### src/rtl/sync_fifo_pkg.sv
// Shared FIFO constants: default geometry, almost-flag levels and a
// ceiling-log2 helper used to size the pointers.
package sync_fifo_pkg;

  localparam int DATA_W_DEF   = 8;
  localparam int DEPTH_DEF    = 16;
  localparam int AF_LEVEL_DEF = 14;
  localparam int AE_LEVEL_DEF = 2;

  function automatic int clog2(input int value);
    int r;
    r = 0;
    for (int i = 0; i < 31; i++) begin
      if ((32'sd1 <<< i) < value) begin
        r = i + 1;
      end else begin
        r = r;
      end
    end
    return r;
  endfunction

  localparam int ADDR_W_DEF = clog2(DEPTH_DEF);

endpackage

### src/rtl/sync_fifo_ram.sv
// Simple dual-port storage: one write port and one registered read port.
// The array and the read register carry no reset.
module sync_dp_ram
  import sync_fifo_pkg::*;
#(
  parameter int DATA_W = DATA_W_DEF,
  parameter int DEPTH  = DEPTH_DEF,
  parameter int ADDR_W = clog2(DEPTH)
) (
  input  logic              clk,
  input  logic              we,
  input  logic [ADDR_W-1:0] waddr,
  input  logic [DATA_W-1:0] wdata,
  input  logic              re,
  input  logic [ADDR_W-1:0] raddr,
  output logic [DATA_W-1:0] rdata
);

  logic [DATA_W-1:0] mem_q [DEPTH];
  logic [DATA_W-1:0] rdata_q;

  // Write port.
  always_ff @(posedge clk) begin
    if (we) begin
      mem_q[waddr] <= wdata;
    end
  end

  // Registered read port; holds its value when no read is requested.
  always_ff @(posedge clk) begin
    if (re) begin
      rdata_q <= mem_q[raddr];
    end
  end

  assign rdata = rdata_q;

endmodule

### src/rtl/sync_fifo.sv
// Single-clock FIFO: free-running wrap-around pointers into sync_dp_ram,
// occupancy counter, decoded level flags and sticky error flags.
module sync_fifo
  import sync_fifo_pkg::*;
#(
  parameter int DATA_W   = DATA_W_DEF,
  parameter int DEPTH    = DEPTH_DEF,
  parameter int ADDR_W   = clog2(DEPTH),
  parameter int AF_LEVEL = AF_LEVEL_DEF,
  parameter int AE_LEVEL = AE_LEVEL_DEF
) (
  input  logic              clk,
  input  logic              rstn,
  input  logic              wr_en,
  input  logic [DATA_W-1:0] din,
  input  logic              rd_en,
  output logic [DATA_W-1:0] dout,
  output logic              rd_valid,
  output logic              full,
  output logic              empty,
  output logic              almost_full,
  output logic              almost_empty,
  output logic [ADDR_W:0]   count,
  output logic              overflow,
  output logic              underflow
);

  localparam logic [ADDR_W:0] CNT_FULL = (ADDR_W + 1)'(DEPTH);
  localparam logic [ADDR_W:0] CNT_AF   = (ADDR_W + 1)'(AF_LEVEL);
  localparam logic [ADDR_W:0] CNT_AE   = (ADDR_W + 1)'(AE_LEVEL);

  logic [ADDR_W-1:0] wr_ptr_q, wr_ptr_d;
  logic [ADDR_W-1:0] rd_ptr_q, rd_ptr_d;
  logic [ADDR_W:0]   count_q, count_d;
  logic              rd_valid_q, rd_valid_d;
  logic              overflow_q, overflow_d;
  logic              underflow_q, underflow_d;
  logic              rd_seen_q, rd_seen_d;
  logic              wr_acc_s, rd_acc_s;
  logic [DATA_W-1:0] ram_rdata_s;

  assign full         = (count_q == CNT_FULL);
  assign empty        = (count_q == {(ADDR_W + 1){1'b0}});
  assign almost_full  = (count_q >= CNT_AF);
  assign almost_empty = (count_q <= CNT_AE);

  assign wr_acc_s = wr_en & (~full | rd_en);
  assign rd_acc_s = rd_en & ~empty;

  // Next-state for pointers, occupancy, read-valid and sticky errors.
  always_comb begin
    wr_ptr_d    = wr_ptr_q;
    rd_ptr_d    = rd_ptr_q;
    count_d     = count_q;
    rd_valid_d  = rd_acc_s;
    rd_seen_d   = rd_seen_q | rd_acc_s;
    overflow_d  = overflow_q | (wr_en & full & ~rd_en);
    underflow_d = underflow_q | (rd_en & empty);
    if (wr_acc_s) begin
      wr_ptr_d = wr_ptr_q + {{(ADDR_W - 1){1'b0}}, 1'b1};
    end else begin
      wr_ptr_d = wr_ptr_q;
    end
    if (rd_acc_s) begin
      rd_ptr_d = rd_ptr_q + {{(ADDR_W - 1){1'b0}}, 1'b1};
    end else begin
      rd_ptr_d = rd_ptr_q;
    end
    case ({wr_acc_s, rd_acc_s})
      2'b10:   count_d = count_q + {{ADDR_W{1'b0}}, 1'b1};
      2'b01:   count_d = count_q - {{ADDR_W{1'b0}}, 1'b1};
      default: count_d = count_q;
    endcase
  end

  // State registers, cleared asynchronously; queued data is abandoned.
  always_ff @(posedge clk or negedge rstn) begin
    if (!rstn) begin
      wr_ptr_q    <= {ADDR_W{1'b0}};
      rd_ptr_q    <= {ADDR_W{1'b0}};
      count_q     <= {(ADDR_W + 1){1'b0}};
      rd_valid_q  <= 1'b0;
      overflow_q  <= 1'b0;
      underflow_q <= 1'b0;
      rd_seen_q   <= 1'b0;
    end else begin
      wr_ptr_q    <= wr_ptr_d;
      rd_ptr_q    <= rd_ptr_d;
      count_q     <= count_d;
      rd_valid_q  <= rd_valid_d;
      overflow_q  <= overflow_d;
      underflow_q <= underflow_d;
      rd_seen_q   <= rd_seen_d;
    end
  end

  sync_dp_ram #(
    .DATA_W (DATA_W),
    .DEPTH  (DEPTH),
    .ADDR_W (ADDR_W)
  ) u_ram (
    .clk   (clk),
    .we    (wr_acc_s),
    .waddr (wr_ptr_q),
    .wdata (din),
    .re    (rd_acc_s),
    .raddr (rd_ptr_q),
    .rdata (ram_rdata_s)
  );

  // The RAM read register has no reset, so dout is forced to zero until the
  // first read after reset has loaded it.
  assign dout      = ram_rdata_s & {DATA_W{rd_seen_q}};
  assign rd_valid  = rd_valid_q;
  assign count     = count_q;
  assign overflow  = overflow_q;
  assign underflow = underflow_q;

endmodule

### config.mk
export PLATFORM = sky130hd
export DESIGN_NAME = sync_fifo
export DESIGN_NICKNAME = d
export VERILOG_FILES = /design/src/rtl/sync_fifo_pkg.sv /design/src/rtl/sync_fifo_ram.sv /design/src/rtl/sync_fifo.sv
export SDC_FILE = /design/constraint.sdc
export NUM_CORES = 1
export LEC_CHECK = 0
export ABC_AREA = 1
export BUFFER_PORTS_ARGS = -buffer_cell sky130_fd_sc_hd__buf_2
export CAP_MARGIN = 30
export CORE_ASPECT_RATIO = 0.7
export CORE_MARGIN = 2
export CORE_UTILIZATION = 50
export DETAILED_ROUTE_END_ITERATION = 6
export GPL_ROUTABILITY_DRIVEN = 1
export PLACE_DENSITY = 0.74
export SLEW_MARGIN = 30
export SYNTH_ARGS = -nofsm -noshare
export SYNTH_HDL_FRONTEND = slang
export SYNTH_SLANG_ARGS = --single-unit
export TNS_END_PERCENT = 10
### constraint.sdc
create_clock -name clk -period 3.1 [get_ports clk]
set_clock_uncertainty 0.1 [all_clocks]
set_input_delay 0.31 -clock clk [delete_from_list [all_inputs] [get_ports clk]]
set_output_delay 0.31 -clock clk [all_outputs]
set_load 0.1 [all_outputs]
==> flow_metrics.tcl <==
set metrics [dict create \
    status "completed" \
    fmax_ghz 0.3889 \
    clock_latency_ns 0.42 \
    cp-startpoint "count[3]$_DFFE_PN0P_" \
    pin_count 32 \
    path_buf_inv 3 \
    grt_pass1_wl_um 21780 \
    place_congestion 0.8749 \
    cts_max_level 4 \
    synthCells 565 \
    post_cts_buffers 0 \
    core_area_mm2 0.01259 \
    synthArstFlopShare 0.1111 \
    grt_usage 0.2134 \
    numClockSinks 153 \
    switching_share 0.4181 \
    dr_total_vias 4253 \
    crit_arrival_ns 2.78 \
    critPathLaunchType "flip-flop" \
    drtAntennaViolNets 0 \
    clk_pin_slew_ns 0.06 \
    diodes 0 \
    slowest_stage "dfrtp_1" \
    num_rows 34 \
    nNetsFinal 620 \
    tightestPinTransition_ns 0.8705 \
    drive_gt1_frac 0.1373 \
    ys_types 31 \
    fin_setup_tns_ns 0 \
    antenna_found_initial 0 \
    wl_per_cell_um 18.01 \
    synth_area_leader_cell "edfxtp_1" \
    critical-path-max-stage-delay_ns 0.43 \
    port_buffers 31 \
    ys_seq_area_frac 0.6910 \
    fin_ws_ns 0.5288 \
    clockRootBuffer "clkbuf_16" \
    cp_top_family "simple AND/OR/NAND/NOR gates" \
    cp_max_fo 17 \
    rsz0062_at_grt "false" \
    max_slew_margin 0.4196 \
    crit_chain "nor2_1 -> nand3_1 -> nand2_1 -> inv_2 -> ha_1 -> nand2_1 -> inv_1 -> nor2_1 -> ha_1 -> inv_1 -> nand2_1 -> nand3_1 -> nand2_1 -> nand2_1 -> nand3_1 -> nand2_1" \
    synth.area.top_cells "edfxtp_1 63%, dfrtp_1 6.5%, nor2_1 5.7%" \
    finalNonFillerCells 774 \
    netlist.area_leader.share 0.6258 \
    ys_ff_latch 153 \
    clock_power_share 0.272 \
    yosys_warnings 0 \
    required_ns 3.31 \
    crit_type "reg2reg" \
    wirelength_um 13940 \
    fp.dieArea_mm2 0.01400 \
    p_sw_mw 3.449 \
    ir_worst_vdd_mv 0.6049 \
    cts-resized-gates 0 \
    fp.dieW_um 140.6 \
    regToRegStartpoint "count[3]$_DFFE_PN0P_" \
    drt_iter0_drc 574 \
    avgSynthCellArea_um2 11.55 \
    pre_cts_slack_ns 0.5682 \
    syn_area_mm2 0.006526 \
    holdBufCountCts 1 \
    min_period_over_period 0.8294 \
    grt_pass1_vias 3956 \
    synth_edf_count 136 \
    p_int_mw 4.800 \
    tritoncts "built" \
    vias_per_cell 5.495 \
    seqPwrFrac 0.337 \
    critical-path-top-cell-by-count "nand2_1" \
    dpl.hpwl_um 8632 \
    worstHoldStart "rd_en" \
    finalHoldViolations 0 \
    drcViolationCount 0 \
    area_delta_synth_final_pct 14.51 \
    grt_overflow_total 0 \
    numCtsBuffers 17 \
    placed_cells 741 \
    setup_viol 0 \
    p_comb_frac 0.391 \
    leakage_nw 2.914 \
    powerDensity_mw_per_mm2 1104 \
    slew_violations 0 \
    initial_core_util 0.5183 \
    synth_flop_cell "edfxtp_1" \
    cts.path.max_buffers 2 \
    post-route-min-period_ns 2.571 \
    firstDrtPassIters 5 \
    drv_cap 0 \
    hp-class "in2reg" \
    die_h_um 99.59 \
    synth_nets 586 \
    end_kind "flip-flop" \
    grt_max_degree 91 \
]
==> path summary, 6_finish.rpt <==
path,end,slack (ns),cells past startpoint
max,count[4]$_DFFE_PN0P_,0.53,16
min in group asynchronous,wr_ptr_q[0]$_DFFE_PN0P_,0.26,2
min,underflow$_DFF_PN0_,0.09,2
min reg2reg,underflow$_DFF_PN0_,0.37,1
max in group asynchronous,rd_ptr_q[0]$_DFFE_PN0P_,2.32,2
max reg2reg,count[4]$_DFFE_PN0P_,0.53,16
==> Yosys cell counts (2+ instances only) <==
cell type and instances:
xor2_1 5, buf_6 3, clkinv_1 2, dfrtp_1 17
nand2_1 73, o21bai_1 2, buf_4 2, a21oi_1 4
nand3_1 58, o21ai_0 41, nor2_1 99, edfxtp_1 136
clkbuf_1 4, o21ai_1 7, o211ai_1 22, nand2_4 4
buf_2 14, inv_2 3, inv_1 49, ha_1 9
==> sequential cells by signal, indices dropped and copies added (netlist names) <==
| name | flops |
|---|---|
| overflow | 1 |
| rd_ptr_q | 4 |
| u_ram.rdata | 8 |
| underflow | 1 |
| rd_valid | 1 |
| u_ram.mem_q | 128 |
| wr_ptr_q | 4 |
| rd_seen_q | 1 |
| count | 5 |
==> metal layers <==
layer,vias to the layer above,global-route usage,wire [um]
li1,2014,-,-
met1,2028,0.3115,6176
met2,195,0.3103,6297
met3,16,0.05970,1266
met4,0,0.07615,197
met5,-,0,0
==> cell families after synthesis <==
family / Yosys count / synth area share
adder cells (fa/ha/maj): 9 / 0.01725
AO/OA/AOI/OAI: 77 / 0.06864
buffers and inverters: 79 / 0.05291
AND/OR/NAND/NOR: 240 / 0.1597
flip-flops: 153 / 0.6910
XOR/XNOR: 7 / 0.01055
==> power groups by stage <==
| stage | clock (mW) | sequential, mW | combinational (mW) |
|---|---|---|---|
| 6_report | 2.24 | 2.78 | 3.23 |
| 3_3_place_gp | 0 | 2.80 | 3.13 |
| 2_1_floorplan | 0 | 3.09 | 2.18 |
| 5_1_grt | 2.35 | 2.81 | 3.50 |
| 3_5_place_dp | 0 | 2.82 | 3.19 |
| 4_1_cts | 2.26 | 2.78 | 3.22 |
==> layout by cell type (no fill, tap or decap) <==
master	instances
clkinvlp_4	2
dlygate4sd3_1	1
o21ai_1	7
o21bai_1	2
dfrtp_2	1
a21oi_1	4
clkinv_4	3
nand2_4	4
inv_6	2
clkbuf_16	17
nand3b_1	1
buf_2	31
edfxtp_1	136
o211ai_1	22
buf_4	7
a21o_1	1
or2_2	1
nor2_8	1
ha_1	9
nor2_4	1
bufinv_16	5
nand2_1	73
clkinv_1	3
xor2_1	5
inv_1	49
nand3_1	58
nor2_2	1
dfrtp_1	16
inv_2	3
clkinv_2	2
o21ai_0	41
buf_12	1
xor2_2	1
nor2_1	99
xnor2_1	1
nand3_2	1
==> cell type report <==
| cell class | instances | area [um^2] |
|---|---|---|
| clock buffer | 17 | 425.4 |
| tap | 162 | 202.7 |
| fill | 979 | 5119 |
| clock inverter | 15 | 222.7 |
| inverter | 54 | 202.7 |
| timing repair buffer | 40 | 237.7 |
| multi-input combinational | 333 | 1672 |
| sequential | 153 | 4511 |
==> stage by stage <==
stage                     instance area (um^2)  hold slack (ns)  utilization  total power, mW
after floorplan                           6526         -0.08559            -            5.273
after global placement                    6815           0.1769       0.5412            5.929
after detailed placement                  6815           0.1817       0.5412            6.007
after CTS                                 7473          0.07751       0.5935            8.254
after global routing                      7473          0.08471       0.5935            8.665
final                                     7473          0.08866       0.5935            8.249
Power figures use the tool's default switching activity.
